[config.mk]
export PLATFORM = sky130hd
export DESIGN_NAME = csr_row_scheduler_flat
export DESIGN_NICKNAME = d
export VERILOG_FILES = /design/src/rtl/csr_row_scheduler_pkg.sv /design/src/rtl/csr_row_scheduler_if.sv /design/src/rtl/csr_row_scheduler.sv /design/src/flat_wrapper.sv
export SDC_FILE = /design/constraint.sdc
export NUM_CORES = 1
export LEC_CHECK = 0
export CORE_MARGIN = 10
export CORE_UTILIZATION = 40
export CTS_BUF_LIST = sky130_fd_sc_hd__clkbuf_8
export DETAILED_ROUTE_END_ITERATION = 10
export DONT_BUFFER_PORTS = 1
export PLACE_DENSITY_LB_ADDON = 0.2
export SLEW_MARGIN = 20
export SYNTH_ARGS = -nofsm -noshare
export SYNTH_HDL_FRONTEND = slang
export SYNTH_SLANG_ARGS = --single-unit
export TNS_END_PERCENT = 100
[constraint.sdc]
create_clock -name clk -period 7.6 [get_ports clk]
set_input_delay 1.52 -clock clk [delete_from_list [all_inputs] [get_ports clk]]
set_output_delay 1.52 -clock clk [all_outputs]
set_load 0.01 [all_outputs]
[src/rtl/csr_row_scheduler_pkg.sv]
// Shared types for the sparse matrix-vector pipeline.
// Scheduler state codes and the element bundle passed to fetch/MAC.
package sparse_pkg;

    localparam int ROW_W_DEF = 16;
    localparam int NNZ_W_DEF = 20;

    localparam logic [2:0] ST_IDLE    = 3'd0;
    localparam logic [2:0] ST_LOAD_LO = 3'd1;
    localparam logic [2:0] ST_LOAD_HI = 3'd2;
    localparam logic [2:0] ST_STREAM  = 3'd3;
    localparam logic [2:0] ST_EMPTY   = 3'd4;
    localparam logic [2:0] ST_DONE    = 3'd5;

    typedef struct packed {
        logic [NNZ_W_DEF-1:0] idx;
        logic [ROW_W_DEF-1:0] row;
        logic                 last;
        logic                 empty;
    } elem_t;

endpackage

[src/rtl/csr_row_scheduler_if.sv]
// Element stream from the row scheduler to the value/col fetch stage.
// Valid/ready handshake; payload is held while stalled.
interface csr_row_scheduler_if
    import sparse_pkg::*;
#(
    parameter int ROW_W = ROW_W_DEF,
    parameter int NNZ_W = NNZ_W_DEF
);

    logic             elem_valid;
    logic             elem_ready;
    logic [NNZ_W-1:0] elem_idx;
    logic [ROW_W-1:0] elem_row;
    logic             elem_last;
    logic             elem_empty;

    modport master (
        output elem_valid,
        output elem_idx,
        output elem_row,
        output elem_last,
        output elem_empty,
        input  elem_ready
    );

    modport slave (
        input  elem_valid,
        input  elem_idx,
        input  elem_row,
        input  elem_last,
        input  elem_empty,
        output elem_ready
    );

endinterface

[src/rtl/csr_row_scheduler.sv]
// Walks the CSR row-pointer array and streams one nonzero index per
// handshake, tagged with row and row-end, to the fetch/MAC pipeline.
module csr_row_scheduler
    import sparse_pkg::*;
#(
    parameter int ROW_W = ROW_W_DEF,
    parameter int NNZ_W = NNZ_W_DEF
) (
    input  logic               clk,
    input  logic               rst,
    input  logic               start,
    input  logic [ROW_W-1:0]   num_rows,
    output logic               busy,
    output logic               done,
    output logic               err,
    output logic               ptr_rd_en,
    output logic [ROW_W:0]     ptr_rd_addr,
    input  logic [NNZ_W-1:0]   ptr_rd_data,
    csr_row_scheduler_if.master elem
);

    localparam logic [ROW_W:0]   ADDR_ONE = {{ROW_W{1'b0}}, 1'b1};
    localparam logic [ROW_W:0]   ADDR_TWO = {{(ROW_W-1){1'b0}}, 2'b10};
    localparam logic [ROW_W-1:0] ROW_ONE  = {{(ROW_W-1){1'b0}}, 1'b1};
    localparam logic [NNZ_W-1:0] NNZ_ONE  = {{(NNZ_W-1){1'b0}}, 1'b1};

    logic [2:0]       state_q, state_d;
    logic [NNZ_W-1:0] lo_q, lo_d;
    logic [NNZ_W-1:0] hi_q, hi_d;
    logic [NNZ_W-1:0] cur_q, cur_d;
    logic [ROW_W-1:0] row_q, row_d;
    logic [ROW_W-1:0] nrows_q, nrows_d;
    logic             err_q, err_d;

    logic             valid;
    logic             in_stream;
    logic             in_empty;
    logic             last_el;
    logic             hs;

    assign in_stream = (state_q == ST_STREAM);
    assign in_empty  = (state_q == ST_EMPTY);
    assign valid     = in_stream | in_empty;
    assign last_el   = in_empty | (in_stream & (cur_q == hi_q - NNZ_ONE));
    assign hs        = valid & elem.elem_ready;

    always_comb begin
        state_d     = state_q;
        lo_d        = lo_q;
        hi_d        = hi_q;
        cur_d       = cur_q;
        row_d       = row_q;
        nrows_d     = nrows_q;
        err_d       = err_q;
        ptr_rd_en   = 1'b0;
        ptr_rd_addr = '0;
        done        = 1'b0;

        unique case (state_q)
            ST_IDLE: begin
                if (start) begin
                    err_d = 1'b0;
                    if (num_rows == '0) begin
                        state_d = ST_DONE;
                    end else begin
                        nrows_d     = num_rows;
                        row_d       = '0;
                        ptr_rd_en   = 1'b1;
                        ptr_rd_addr = '0;
                        state_d     = ST_LOAD_LO;
                    end
                end
            end
            ST_LOAD_LO: begin
                lo_d        = ptr_rd_data;
                ptr_rd_en   = 1'b1;
                ptr_rd_addr = {1'b0, row_q} + ADDR_ONE;
                state_d     = ST_LOAD_HI;
            end
            ST_LOAD_HI: begin
                hi_d  = ptr_rd_data;
                cur_d = lo_q;
                if (ptr_rd_data > lo_q) begin
                    state_d = ST_STREAM;
                end else begin
                    state_d = ST_EMPTY;
                end
                if (ptr_rd_data < lo_q) begin
                    err_d = 1'b1;
                end
            end
            ST_STREAM: begin
                if (hs && !last_el) begin
                    cur_d = cur_q + NNZ_ONE;
                end
            end
            ST_EMPTY: begin
            end
            ST_DONE: begin
                done    = 1'b1;
                state_d = ST_IDLE;
            end
            default: begin
                state_d = ST_IDLE;
            end
        endcase

        // Row end: the next row's low pointer is this row's high pointer,
        // so only entry row+2 needs fetching.
        if (hs && last_el) begin
            if (row_q == nrows_q - ROW_ONE) begin
                state_d = ST_DONE;
            end else begin
                lo_d        = hi_q;
                row_d       = row_q + ROW_ONE;
                ptr_rd_en   = 1'b1;
                ptr_rd_addr = {1'b0, row_q} + ADDR_TWO;
                state_d     = ST_LOAD_HI;
            end
        end
    end

    always_ff @(posedge clk or negedge rst) begin
        if (!rst) begin
            state_q <= ST_IDLE;
            lo_q    <= '0;
            hi_q    <= '0;
            cur_q   <= '0;
            row_q   <= '0;
            nrows_q <= '0;
            err_q   <= 1'b0;
        end else begin
            state_q <= state_d;
            lo_q    <= lo_d;
            hi_q    <= hi_d;
            cur_q   <= cur_d;
            row_q   <= row_d;
            nrows_q <= nrows_d;
            err_q   <= err_d;
        end
    end

    assign busy            = (state_q != ST_IDLE) && (state_q != ST_DONE);
    assign err             = err_q;
    assign elem.elem_valid = valid;
    assign elem.elem_idx   = in_stream ? cur_q : '0;
    assign elem.elem_row   = valid ? row_q : '0;
    assign elem.elem_last  = valid & last_el;
    assign elem.elem_empty = in_empty;

endmodule
[src/flat_wrapper.sv]
// flat-port wrapper written by rule: the top's interface ports become plain ports
module csr_row_scheduler_flat import sparse_pkg::*;
#(
    parameter int ROW_W = ROW_W_DEF,
    parameter int NNZ_W = NNZ_W_DEF
)
  (clk, rst, start, num_rows, busy, done, err, ptr_rd_en, ptr_rd_addr, ptr_rd_data, elem_elem_valid, elem_elem_idx, elem_elem_row, elem_elem_last, elem_elem_empty, elem_elem_ready);
  csr_row_scheduler_if #(.ROW_W(ROW_W), .NNZ_W(NNZ_W)) elem_i ();
  input  logic clk;
  input  logic rst;
  input  logic start;
  input  logic [ROW_W-1:0] num_rows;
  output logic busy;
  output logic done;
  output logic err;
  output logic ptr_rd_en;
  output logic [ROW_W:0] ptr_rd_addr;
  input  logic [NNZ_W-1:0] ptr_rd_data;
  output wire logic [$bits(elem_i.elem_valid)-1:0] elem_elem_valid;
  output wire logic [$bits(elem_i.elem_idx)-1:0] elem_elem_idx;
  output wire logic [$bits(elem_i.elem_row)-1:0] elem_elem_row;
  output wire logic [$bits(elem_i.elem_last)-1:0] elem_elem_last;
  output wire logic [$bits(elem_i.elem_empty)-1:0] elem_elem_empty;
  input wire logic [$bits(elem_i.elem_ready)-1:0] elem_elem_ready;
  assign elem_elem_valid = elem_i.elem_valid;
  assign elem_elem_idx = elem_i.elem_idx;
  assign elem_elem_row = elem_i.elem_row;
  assign elem_elem_last = elem_i.elem_last;
  assign elem_elem_empty = elem_i.elem_empty;
  assign elem_i.elem_ready = elem_elem_ready;
  csr_row_scheduler #(.ROW_W(ROW_W), .NNZ_W(NNZ_W)) u_core (.clk(clk), .rst(rst), .start(start), .num_rows(num_rows), .busy(busy), .done(done), .err(err), .ptr_rd_en(ptr_rd_en), .ptr_rd_addr(ptr_rd_addr), .ptr_rd_data(ptr_rd_data), .elem(elem_i));
endmodule
# Yosys cells after proc, flatten, opt, wreduce, memory -nomap -nowiden
# Index checks and enable logic that the tools add are counted.
# op_classes
reduce_logical,14
n_eq_ne,13
n_mux,30
n_bitwise,6
n_addsub,6
n_lt_le_gt_ge,2
# op_table
operator,count
two-way mux 20 bit,5
two-way mux 16 bit,6
two-way mux 17 bit,3
one-hot mux 20 bit (2 select lines),1
"adder 20 x 1 -> 20 bit, second input constant",1
equality test 20 bit,1
greater-than comparator 20 bit,1
< comparator 20 bit,1
"subtractor 20 x 1 -> 20 bit, second input constant",1
"adder 16 x 1 -> 17 bit, second input constant",1
"adder 16 x 2 -> 17 bit, second input constant",1
"adder 16 x 1 -> 16 bit, second input constant",1
equality test 16 bit,1
logical NOT 16 bit,1
"subtractor 16 x 1 -> 16 bit, second input constant",1
two-way mux 3 bit,5
one-hot mux 3 bit (4 select lines),1
two-way mux 1 bit,7
"equality test 3 x 2 -> 1 bit, second input constant",2
"equality test 3 bit, second input constant",2
AND reduction 3 bit,2
"inequality test 2 x 1 -> 1 bit, second input constant",2
"inequality test 2 bit, second input constant",2
one-hot mux 1 bit (2 select lines),2
13 further kinds,20
# word_totals
word_cells,78
input_bits,40
ff_bits,96

# Longest topological paths before layout
# Gate-level depths: netlist (run 1).
# logic_depth
word_depth,8
ltp_mapped,14
depth_no_buf,11

# Least setup slack after synthesis (run 1)
# No wires, ideal clock.
# synth_timing
kind,register to output
start,register u_core.hi_q[3]
end,output ptr_rd_addr[5]
arrival_time_ns,3.545
t_required_ns,6.080
stages_incl_launch_ff,13
n_path_buf,3
slack_ns,2.535
path_cell_list,dfrtp_1 buf_6 or4_4 buf_6 or4_1 a32o_1 o21ai_2 o211ai_1 or4_4 a21o_1 buf_6 or3_1 a31oi_1
# synth_via
elab_chain_len,6
# synth_rtl
element,line_no,rtl
start: declaration,csr_row_scheduler.sv:29,"logic [NNZ_W-1:0] hi_q, hi_d;"
start signal: assignment,csr_row_scheduler.sv:135,hi_q <= hi_d;
subtractor 20 x 1 -> 20 bit,csr_row_scheduler.sv:44,assign last_el = in_empty | (in_stream & (cur_q == hi_q - NNZ_ONE));
equality test 20 bit,csr_row_scheduler.sv:44,
AND 1 bit,csr_row_scheduler.sv:44,
OR 1 bit,csr_row_scheduler.sv:44,
logical AND 1 bit,csr_row_scheduler.sv:110,if (hs && last_el) begin
two-way mux 17 bit,csr_row_scheduler.sv:110,
end: declaration,flat_wrapper.sv:17,output logic [ROW_W:0] ptr_rd_addr;
# Every way passes these cells.

# Worst setup path after layout (run 1)
# layout_timing
start,register u_core.state_q[0]
end,output ptr_rd_addr[16]
# layout_via
elab_chain_len,5
elab_cells_between_ends,11
# layout_rtl
element,line_no,rtl
start: declaration,csr_row_scheduler.sv:27,"logic [2:0] state_q, state_d;"
start signal: assignment,csr_row_scheduler.sv:133,state_q <= state_d;
equality test 3 x 2 -> 1 bit or equality test 3 bit (tied branches),"csr_row_scheduler.sv:41, csr_row_scheduler.sv:42",
OR 1 bit or AND 1 bit (tied branches),"csr_row_scheduler.sv:43, csr_row_scheduler.sv:44",
AND 1 bit or OR 1 bit (tied branches),"csr_row_scheduler.sv:45, csr_row_scheduler.sv:44",
logical AND 1 bit,csr_row_scheduler.sv:110,
two-way mux 17 bit (*),csr_row_scheduler.sv:110,
# Mark *: on every way between the ends. The rest lies on a longest branch, timed or not.

==> report_table.html, run 1 <==
<table>
<tr><th>Metric</th><th>Value</th></tr>
<tr><th colspan="2">Status</th></tr>
<tr><td>Result of the run</td><td>finished, final reports clean</td></tr>
<tr><th colspan="2">Drt</th></tr>
<tr><td>Detailed-route vias per instance</td><td>5.90</td></tr>
<tr><td>Post-detailed-route wirelength per cell</td><td>19.8 um</td></tr>
<tr><td>Remaining design rule violation count</td><td>0</td></tr>
<tr><td>Detail Route Antenna Nets</td><td>0</td></tr>
<tr><td>Via count</td><td>6,327</td></tr>
<tr><td>Total Wirelength</td><td>21,300 um</td></tr>
<tr><td>Drt pass-1 iters</td><td>6</td></tr>
<tr><td>Violation count after the first detailed-routing iteration</td><td>490</td></tr>
<tr><th colspan="2">Power and ir drop</th></tr>
<tr><td>Switching part of the total power</td><td>47.1%</td></tr>
<tr><td>Leak Pwr</td><td>3.19 nW</td></tr>
<tr><td>IR Drop Worst-Case VDD</td><td>0.000170 V</td></tr>
<tr><td>Power Internal</td><td>0.00152 W</td></tr>
<tr><td>Pwr Density</td><td>385 nW/um^2</td></tr>
<tr><td>Net switching power figure</td><td>0.00135 W</td></tr>
<tr><td>Fraction of power consumed by combinational cells</td><td>between 50% and 60%</td></tr>
<tr><td>Part of the power in registers</td><td>37.7%</td></tr>
<tr><td>Clk network pwr share</td><td>12.2%</td></tr>
<tr><th colspan="2">Synthesis</th></tr>
<tr><td>Top-count cell post-synth</td><td>dfrtp_1</td></tr>
<tr><td>Post-synthesis async set-or-reset flop share</td><td>100%</td></tr>
<tr><td>Post-synthesis compound-gate area fraction</td><td>19.4%</td></tr>
<tr><td>Number of warnings printed during yosys synthesis</td><td>0</td></tr>
<tr><td>Number of synthesized flops with an enable pin</td><td>0</td></tr>
<tr><td>Post-synth cell types</td><td>66</td></tr>
<tr><td>Top post-synthesis cells by area</td><td>dfrtp_1, mux2_2, nand2_1</td></tr>
<tr><td>Main combinational cell family by area after synthesis</td><td>simple AND/OR/NAND/NOR gates</td></tr>
<tr><td>Fraction of synthesized area in multiplexers</td><td>6.16%</td></tr>
<tr><td>Average instance area after synthesis</td><td>8.13 sq um</td></tr>
<tr><td>Share of the yosys chip area belonging to registers</td><td>roughly 33%</td></tr>
<tr><td>Leading cell types by count after synthesis</td><td>dfrtp_1, nand2_1, nor2_1</td></tr>
<tr><td>Nets in the synthesized netlist</td><td>950</td></tr>
<tr><td>Cell taking the most area after synthesis</td><td>dfrtp_1</td></tr>
<tr><td>Synthesized netlist cell count</td><td>885</td></tr>
<tr><td>Most used flip-flop cell after synthesis</td><td>dfrtp_1</td></tr>
<tr><td>Flop and latch count out of synthesis</td><td>96</td></tr>
<tr><td>Area fraction in and, or, nand and nor cells after synthesis</td><td>25.4%</td></tr>
<tr><td>Post-synthesis share of cell area spent on xor and xnor gates</td><td>5.48%</td></tr>
<tr><td>Post-synthesis share of cell area spent on full adders, half adders and majority gates</td><td>4.35%</td></tr>
<tr><td>Area share of the largest cell type after synthesis</td><td>33.4%</td></tr>
<tr><td>Summed instance area of the synthesized netlist</td><td>7190 sq um</td></tr>
<tr><th colspan="2">Final layout</th></tr>
<tr><td>Diode count</td><td>0</td></tr>
<tr><td>Layout Utilization</td><td>between 40% and 50%</td></tr>
<tr><td>P&amp;R area growth vs syn</td><td>4.04%</td></tr>
<tr><td>Layout cells sized above 1</td><td>~8.6%</td></tr>
<tr><td>Final Net Count</td><td>907</td></tr>
<tr><td>Final instance count without filler cells</td><td>1,072</td></tr>
<tr><th colspan="2">Clock network</th></tr>
<tr><td>Total clock buffers created by CTS</td><td>9</td></tr>
<tr><td>CTS tree</td><td>built</td></tr>
<tr><td>Root Buffer</td><td>clkbuf_8</td></tr>
<tr><td>Post-CTS setup-driven buffer insertion count</td><td>0</td></tr>
<tr><td>Clk sinks</td><td>96</td></tr>
<tr><td>H-tree depth</td><td>3</td></tr>
<tr><td>Maximum root-to-sink buffer count</td><td>2</td></tr>
<tr><td>CTS resizes</td><td>0</td></tr>
<tr><td>Worst skew pair latency</td><td>0.39 ns</td></tr>
<tr><td>Post-CTS Hold Fix Bufs</td><td>0</td></tr>
<tr><td>Clock Pin Slew Worst Setup and Hold Paths</td><td>0.10 ns</td></tr>
<tr><th colspan="2">Placed design</th></tr>
<tr><td>Pre-CTS WS</td><td>2.13 ns</td></tr>
<tr><td>Half-perimeter wire length after detailed placement</td><td>15,400 um</td></tr>
<tr><td>Number of buffers added on ports</td><td>0</td></tr>
<tr><td>Count of placed standard cells including taps</td><td>~1,100</td></tr>
<tr><td>Routability cong.</td><td>about 0.86</td></tr>
<tr><th colspan="2">Global route</th></tr>
<tr><td>Maximum number of pins on one net before global-route repair</td><td>97</td></tr>
<tr><td>Leftover overflow at the end of global routing</td><td>0</td></tr>
<tr><td>Wire length of the first global-routing pass</td><td>around 34,000 um</td></tr>
<tr><td>All-layer global routing usage</td><td>17.5%</td></tr>
<tr><td>Antenna violations before repair</td><td>0</td></tr>
<tr><td>Via count of the first global-routing pass</td><td>6,005</td></tr>
<tr><th colspan="2">Timing</th></tr>
<tr><td>Share of the cycle needed by the critical path after routing</td><td>78.0%</td></tr>
<tr><td>Tightest Pin Transition</td><td>0.878 ns</td></tr>
<tr><td>Setup repair after global routing missed its margin</td><td>false</td></tr>
<tr><td>Number of max-slew violations in the final report</td><td>0</td></tr>
<tr><td>Worst slew slack as a fraction of its limit</td><td>41.0%</td></tr>
<tr><td>Worst setup margin</td><td>approximately 1.7 ns</td></tr>
<tr><td>Tmin final</td><td>between 5 and 6 ns</td></tr>
<tr><td>Clock Skew</td><td>0.0134 ns</td></tr>
<tr><td>Final setup viols</td><td>0</td></tr>
<tr><td>Tightest hold margin</td><td>0.549 ns</td></tr>
<tr><td>Total Negative Setup Slacks</td><td>0 ns</td></tr>
<tr><td>Top achievable clock speed</td><td>0.169 GHz</td></tr>
<tr><td>Final hold violation count</td><td>0</td></tr>
<tr><th colspan="2">Floorplanning</th></tr>
<tr><td>Core Footprint</td><td>17,500 sq um</td></tr>
<tr><td>Number of placement rows</td><td>48</td></tr>
<tr><td>Floorplan die height</td><td>roughly 150 um</td></tr>
<tr><td>Initial standard-cell utilization of the core</td><td>41.1%</td></tr>
<tr><td>Overall die area</td><td>about 24,000 sq um</td></tr>
<tr><td>IO Count</td><td>100</td></tr>
<tr><td>Die width</td><td>154 um</td></tr>
<tr><th colspan="2">Hold path</th></tr>
<tr><td>Min-Delay Path Class</td><td>reg -&gt; reg</td></tr>
<tr><td>Cell count of the worst hold path</td><td>2</td></tr>
<tr><th colspan="2">Critical path</th></tr>
<tr><td>Reg2reg path depth</td><td>12</td></tr>
<tr><td>CP required</td><td>6.08 ns</td></tr>
<tr><td>Maximum fanout along the worst path</td><td>44</td></tr>
<tr><td>Crit. End Element</td><td>output pin</td></tr>
<tr><td>Type of origin of the critical path</td><td>flop</td></tr>
<tr><td>Endpoint arrival time on the critical path</td><td>4.41 ns</td></tr>
<tr><td>Crit path kind</td><td>reg -&gt; out</td></tr>
<tr><th colspan="2">Job</th></tr>
<tr><td>Max capacitance violation total</td><td>0</td></tr>
</table>
[cell usage in the layout (no fill, tap or decap), types with 21 or more instances in the layout]
cell type,instances
a31oi_1,25
and3_1,35
xor2_1,22
xnor2_1,23
nor2_1,85
nand2_1,89
o21ai_0,50
mux2_2,34
dfrtp_1,96
a21oi_1,39
inv_1,40
nand3_1,33
nor2b_1,21
ha_1,25
[per-stage QoR]
stage / power (W) / instance area, sq um
2_1_floorplan: 0.00216 / 7190
6_report: 0.00288 / 7480
3_5_place_dp: 0.00253 / 7280
4_1_cts: 0.00289 / 7480
5_1_grt: 0.00314 / 7480
3_3_place_gp: 0.00251 / 7280
[worst paths after layout]
check	from	to	slack (ns)
min reg2reg	u_core.lo_q[6]$_DFF_PN0_	u_core.lo_q[6]$_DFF_PN0_	0.55
max	u_core.state_q[0]$_DFFE_PN0P_	ptr_rd_addr[16]	1.67
max reg2reg	u_core.nrows_q[0]$_DFFE_PN0P_	u_core.lo_q[17]$_DFF_PN0_	3.42
min in group asynchronous	rst	u_core.cur_q[1]$_DFFE_PN0P_	0.82
max in group asynchronous	rst	u_core.cur_q[15]$_DFFE_PN0P_	6.62
min	u_core.lo_q[6]$_DFF_PN0_	u_core.lo_q[6]$_DFF_PN0_	0.55
[layer usage]
layer,global-route usage [%],wire [um],up-vias
li1,-,-,3087
met4,3.78,201,0
met3,4.18,1440,15
met5,0,0,-
met2,26.6,9370,144
met1,24.4,10300,3081
[state kept, by name, indices dropped and copies added, names as in the netlist]
name            count
u_core.nrows_q     16
u_core.cur_q       20
u_core.err          1
u_core.lo_q        20
u_core.row_q       16
u_core.hi_q        20
u_core.state_q      3
[kinds of logic (layout without fill, tap and decap cells)]
logic type               after synthesis  after routing
buffers and inverters                103             65
adder cells (fa/ha/maj)               25             25
XOR/XNOR                              45             45
flip-flops                            96             96
AO/OA/AOI/OAI                        212            212
AND/OR/NAND/NOR                      364            364
multiplexers                          40             40
[power groups by stage]
stage                     clock (W)  combinational [W]  sequential (W)
final                      0.000352            0.00144         0.00109
after global routing       0.000381            0.00163         0.00113
after floorplan                   0            0.00124        0.000915
after detailed placement          0            0.00144         0.00109
after global placement            0            0.00143         0.00108
after CTS                  0.000365            0.00145         0.00108
[critical path, cell delays in order (launching register included)]
cell and delay, ns:
dfrtp_1 0.85, nand3b_1 0.15, buf_4 0.28, a2111oi_0 0.38, o21ai_0 0.15, nor3_1 0.20
nand4_1 0.21, or4_4 0.49, a21o_2 0.49, o22ai_2 0.38, nor3b_1 0.40
[layout make-up]
type | instances | area (sq um)
clock buffers | 9 | 124
clock inverters | 7 | 70.1
fillers | 1733 | 10000
inverters | 40 | 150
multi-input cells | 686 | 4390
flip-flops and latches | 96 | 2400
well taps | 225 | 282
repair buffers | 9 | 67.6
(Power assumes the default switching activity.)
==> run 2, diff against run 1 <==
clock period = 5.5 ns   (was 7.6 ns; I/O delays follow)
==> run 2 against run 1 <==
Compared with the run above: cell count grew 0.93%; routed wire length grew 0.79%; sequential power grew 36%; non-clock buffer count grew 10; highest routed layer unchanged; critical path depth is the same; first-iteration DRC count shrank 4.5%; design area grew 1.4%; clock power grew 46%; global-route usage grew 0.26 points; die area is the same; setup slack lost 1.5 ns.
==> report_table.html, run 2 (synthesized netlist as in run 1, its figures left out) <==
<table>
<tr><th>Metric</th><th>Value</th></tr>
<tr><th colspan="2">Power and ir drop</th></tr>
<tr><td>Fraction of power consumed by combinational cells</td><td>50.6% (+0.6 points)</td></tr>
<tr><td>Leak Pwr</td><td>3.24 nW (+1.6%)</td></tr>
<tr><td>Part of the power in registers</td><td>36.6% (-1.1 points)</td></tr>
<tr><td>IR Drop Worst-Case VDD</td><td>0.000251 V (+48%)</td></tr>
<tr><td>Pwr Density</td><td>534 nW/um^2 (+39%)</td></tr>
<tr><td>Power Internal</td><td>0.00213 W (+40%)</td></tr>
<tr><td>Switching part of the total power</td><td>47.4% (+0.33 points)</td></tr>
<tr><td>Net switching power figure</td><td>0.00192 W (+42%)</td></tr>
<tr><td>Clk network pwr share</td><td>12.7% (+0.5 points)</td></tr>
<tr><th colspan="2">Drt</th></tr>
<tr><td>Violation count after the first detailed-routing iteration</td><td>468 (-4.5%)</td></tr>
<tr><td>Post-detailed-route wirelength per cell</td><td>19.8 um (-0.14%)</td></tr>
<tr><td>Drt pass-1 iters</td><td>6 (unchanged)</td></tr>
<tr><td>Via count</td><td>6,408 (+1.3%)</td></tr>
<tr><td>Remaining design rule violation count</td><td>0 (unchanged)</td></tr>
<tr><td>Detailed-route vias per instance</td><td>5.92 (+0.34%)</td></tr>
<tr><td>Total Wirelength</td><td>21,400 um (+0.79%)</td></tr>
<tr><td>Detail Route Antenna Nets</td><td>0 (unchanged)</td></tr>
<tr><th colspan="2">Clock network</th></tr>
<tr><td>CTS tree</td><td>built</td></tr>
<tr><td>Total clock buffers created by CTS</td><td>9 (unchanged)</td></tr>
<tr><td>H-tree depth</td><td>3 (unchanged)</td></tr>
<tr><td>Worst skew pair latency</td><td>0.41 ns (+0.02 ns)</td></tr>
<tr><td>Post-CTS setup-driven buffer insertion count</td><td>0 (unchanged)</td></tr>
<tr><td>Root Buffer</td><td>clkbuf_8</td></tr>
<tr><td>Clock Pin Slew Worst Setup and Hold Paths</td><td>0.10 ns (about the same)</td></tr>
<tr><td>Clk sinks</td><td>96 (unchanged)</td></tr>
<tr><td>Maximum root-to-sink buffer count</td><td>2 (unchanged)</td></tr>
<tr><th colspan="2">Placed design</th></tr>
<tr><td>Number of buffers added on ports</td><td>0 (unchanged)</td></tr>
<tr><td>Count of placed standard cells including taps</td><td>1,066 (+0.95%)</td></tr>
<tr><td>Routability cong.</td><td>0.840 (-2.5%)</td></tr>
<tr><td>Half-perimeter wire length after detailed placement</td><td>15,500 um (+0.31%)</td></tr>
<tr><td>Pre-CTS WS</td><td>0.641 ns (-1.49 ns)</td></tr>
<tr><td>Post-DP Area</td><td>7360 sq um (+1.0%)</td></tr>
<tr><th colspan="2">Floorplanning</th></tr>
<tr><td>Initial standard-cell utilization of the core</td><td>41.1% (unchanged)</td></tr>
<tr><td>Overall die area</td><td>23,700 sq um (unchanged)</td></tr>
<tr><td>Core Footprint</td><td>17,500 sq um (unchanged)</td></tr>
<tr><td>Floorplan die height</td><td>154 um (unchanged)</td></tr>
<tr><td>Number of placement rows</td><td>48 (unchanged)</td></tr>
<tr><td>Die width</td><td>154 um (unchanged)</td></tr>
<tr><td>IO Count</td><td>100 (unchanged)</td></tr>
<tr><th colspan="2">Timing</th></tr>
<tr><td>Final hold violation count</td><td>0 (unchanged)</td></tr>
<tr><td>Tightest hold margin</td><td>0.385 ns (-0.164 ns)</td></tr>
<tr><td>Top achievable clock speed</td><td>0.189 GHz</td></tr>
<tr><td>Clock Skew</td><td>0.0177 ns (+0.00428 ns)</td></tr>
<tr><td>Tmin final</td><td>5.29 ns</td></tr>
<tr><td>Total Negative Setup Slacks</td><td>0 ns (unchanged)</td></tr>
<tr><td>Number of max-slew violations in the final report</td><td>0 (unchanged)</td></tr>
<tr><td>Tightest Pin Transition</td><td>0.872 ns (-0.00593 ns)</td></tr>
<tr><td>Worst slew slack as a fraction of its limit</td><td>41.4% (+0.40 points)</td></tr>
<tr><td>Worst setup margin</td><td>0.206 ns (-1.47 ns)</td></tr>
<tr><td>Setup repair after global routing missed its margin</td><td>false</td></tr>
<tr><td>Final setup viols</td><td>0 (unchanged)</td></tr>
<tr><td>Share of the cycle needed by the critical path after routing</td><td>between 90% and 100%</td></tr>
<tr><th colspan="2">Hold path</th></tr>
<tr><td>Min-Delay Path Class</td><td>in -&gt; async</td></tr>
<tr><th colspan="2">Final layout</th></tr>
<tr><td>Most common library cell in the layout ignoring fill and taps</td><td>dfrtp_1</td></tr>
<tr><td>Final Net Count</td><td>917 (+1.1%)</td></tr>
<tr><td>Largest registers</td><td>u_core.cur_q: 20 flops, u_core.hi_q: 20 flops, u_core.lo_q: 20 flops</td></tr>
<tr><td>Diode count</td><td>0 (unchanged)</td></tr>
<tr><td>Commonest non-fill, non-tap cells in the layout</td><td>dfrtp_1, nand2_1, nor2_1</td></tr>
<tr><td>Layout cells sized above 1</td><td>9.92% (+1.3 points)</td></tr>
<tr><td>P&amp;R area growth vs syn</td><td>5.46%</td></tr>
<tr><td>Finished Cell Area</td><td>7580 sq um (+1.4%)</td></tr>
<tr><td>Final instance count without filler cells</td><td>1,082 (+0.93%)</td></tr>
<tr><th colspan="2">Global route</th></tr>
<tr><td>Wire length of the first global-routing pass</td><td>34,400 um (+1.1%)</td></tr>
<tr><td>Antenna violations before repair</td><td>0 (unchanged)</td></tr>
<tr><td>All-layer global routing usage</td><td>17.8% (+0.26 points)</td></tr>
<tr><td>Maximum number of pins on one net before global-route repair</td><td>97 (unchanged)</td></tr>
<tr><td>Leftover overflow at the end of global routing</td><td>0 (unchanged)</td></tr>
<tr><td>Via count of the first global-routing pass</td><td>5,963 (-0.70%)</td></tr>
<tr><th colspan="2">Job</th></tr>
<tr><td>Max capacitance violation total</td><td>0 (unchanged)</td></tr>
<tr><th colspan="2">Critical path</th></tr>
<tr><td>Endpoint arrival time on the critical path</td><td>4.19 ns (-0.22 ns)</td></tr>
<tr><td>Crit. End Element</td><td>output pin</td></tr>
<tr><td>Crit path cell chain</td><td>or4_4, nor4_1, nand4b_1, a21oi_1, o211ai_1, or4_4, a21o_2, or3_1, a31oi_1, buf_4</td></tr>
<tr><td>Crit path kind</td><td>reg -&gt; out</td></tr>
<tr><td>Type of origin of the critical path</td><td>flop</td></tr>
<tr><td>CP required</td><td>4.40 ns (-1.68 ns)</td></tr>
<tr><td>Worst stage delay on the critical path</td><td>0.63 ns (-0.22 ns)</td></tr>
<tr><td>Cell mode on critical path</td><td>or4_4</td></tr>
<tr><td>Maximum fanout along the worst path</td><td>19 (-57%)</td></tr>
<tr><td>Highest-delay cell along the critical path</td><td>or4_4</td></tr>
<tr><th colspan="2">Status</th></tr>
<tr><td>Result of the run</td><td>finished, final reports clean</td></tr>
</table>
==> run 2: path summary, 6_finish.rpt <==
kind | to | slack (ns) | start | cells past startpoint
worst max-delay path | ptr_rd_addr[5] | 0.21 | u_core.hi_q[3]$_DFFE_PN0P_ | 10
worst min-delay path | u_core.row_q[7]$_DFF_PN0_ | 0.39 | rst | 0
worst max register to register | u_core.row_q[13]$_DFF_PN0_ | 1.33 | u_core.hi_q[3]$_DFFE_PN0P_ | 10
worst min register to register | u_core.lo_q[3]$_DFF_PN0_ | 0.55 | u_core.lo_q[3]$_DFF_PN0_ | 2
max in group asynchronous | u_core.nrows_q[9]$_DFFE_PN0P_ | 4.90 | rst | 0
min in group clk | u_core.lo_q[3]$_DFF_PN0_ | 0.55 | u_core.lo_q[3]$_DFF_PN0_ | 2
==> run 2: power groups by stage <==
stage | Clock (W) | Combinational (W) | Sequential, W
3_5_place_dp | 0 | 0.00203 | 0.00148
4_1_cts | 0.000526 | 0.00204 | 0.00147
3_3_place_gp | 0 | 0.00201 | 0.00148
6_report | 0.000515 | 0.00205 | 0.00148
5_1_grt | 0.000552 | 0.00230 | 0.00155
2_1_floorplan | 0 | 0.00172 | 0.00126
==> run 2: metrics by stage <==
stage | utilization (%) | total power [W]
after global placement | 42.1 | 0.00350
after floorplan | - | 0.00298
after CTS | 43.3 | 0.00404
after global routing | 43.4 | 0.00440
after detailed placement | 42.1 | 0.00352
final | 43.4 | 0.00405
==> run 2: layout make-up <==
| class | count | area, sq um |
|---|---|---|
| inverters | 40 | 150 |
| clock buffers | 9 | 124 |
| repair buffers | 19 | 143 |
| fillers | 1776 | 9890 |
| flip-flops and latches | 96 | 2400 |
| clock inverters | 7 | 88.8 |
| well taps | 225 | 282 |
| multi-input cells | 686 | 4390 |
==> run 2: what timing repair did <==
item,4_1_cts,5_1_grt
endpoints found under the hold margin,0,0
hold buffers,0,0
setup endpoints to repair,0,7
resized for setup,0,2
==> run 2: critical path, delay by kind of cell (launching register included) <==
kind / cells / cell delay, ns
AND/OR/NAND/NOR: 5 / 2.27
buffers and inverters: 1 / 0.15
flip-flops: 1 / 0.48
AO/OA/AOI/OAI: 4 / 0.89
==> run 2: routing by layer <==
| layer | GRT usage (%) | wire length, um |
|---|---|---|
| met2 | 25.9 | 9310 |
| met5 | 0 | 0 |
| met4 | 4.14 | 243 |
| met3 | 5.02 | 1680 |
| met1 | 25.2 | 10200 |
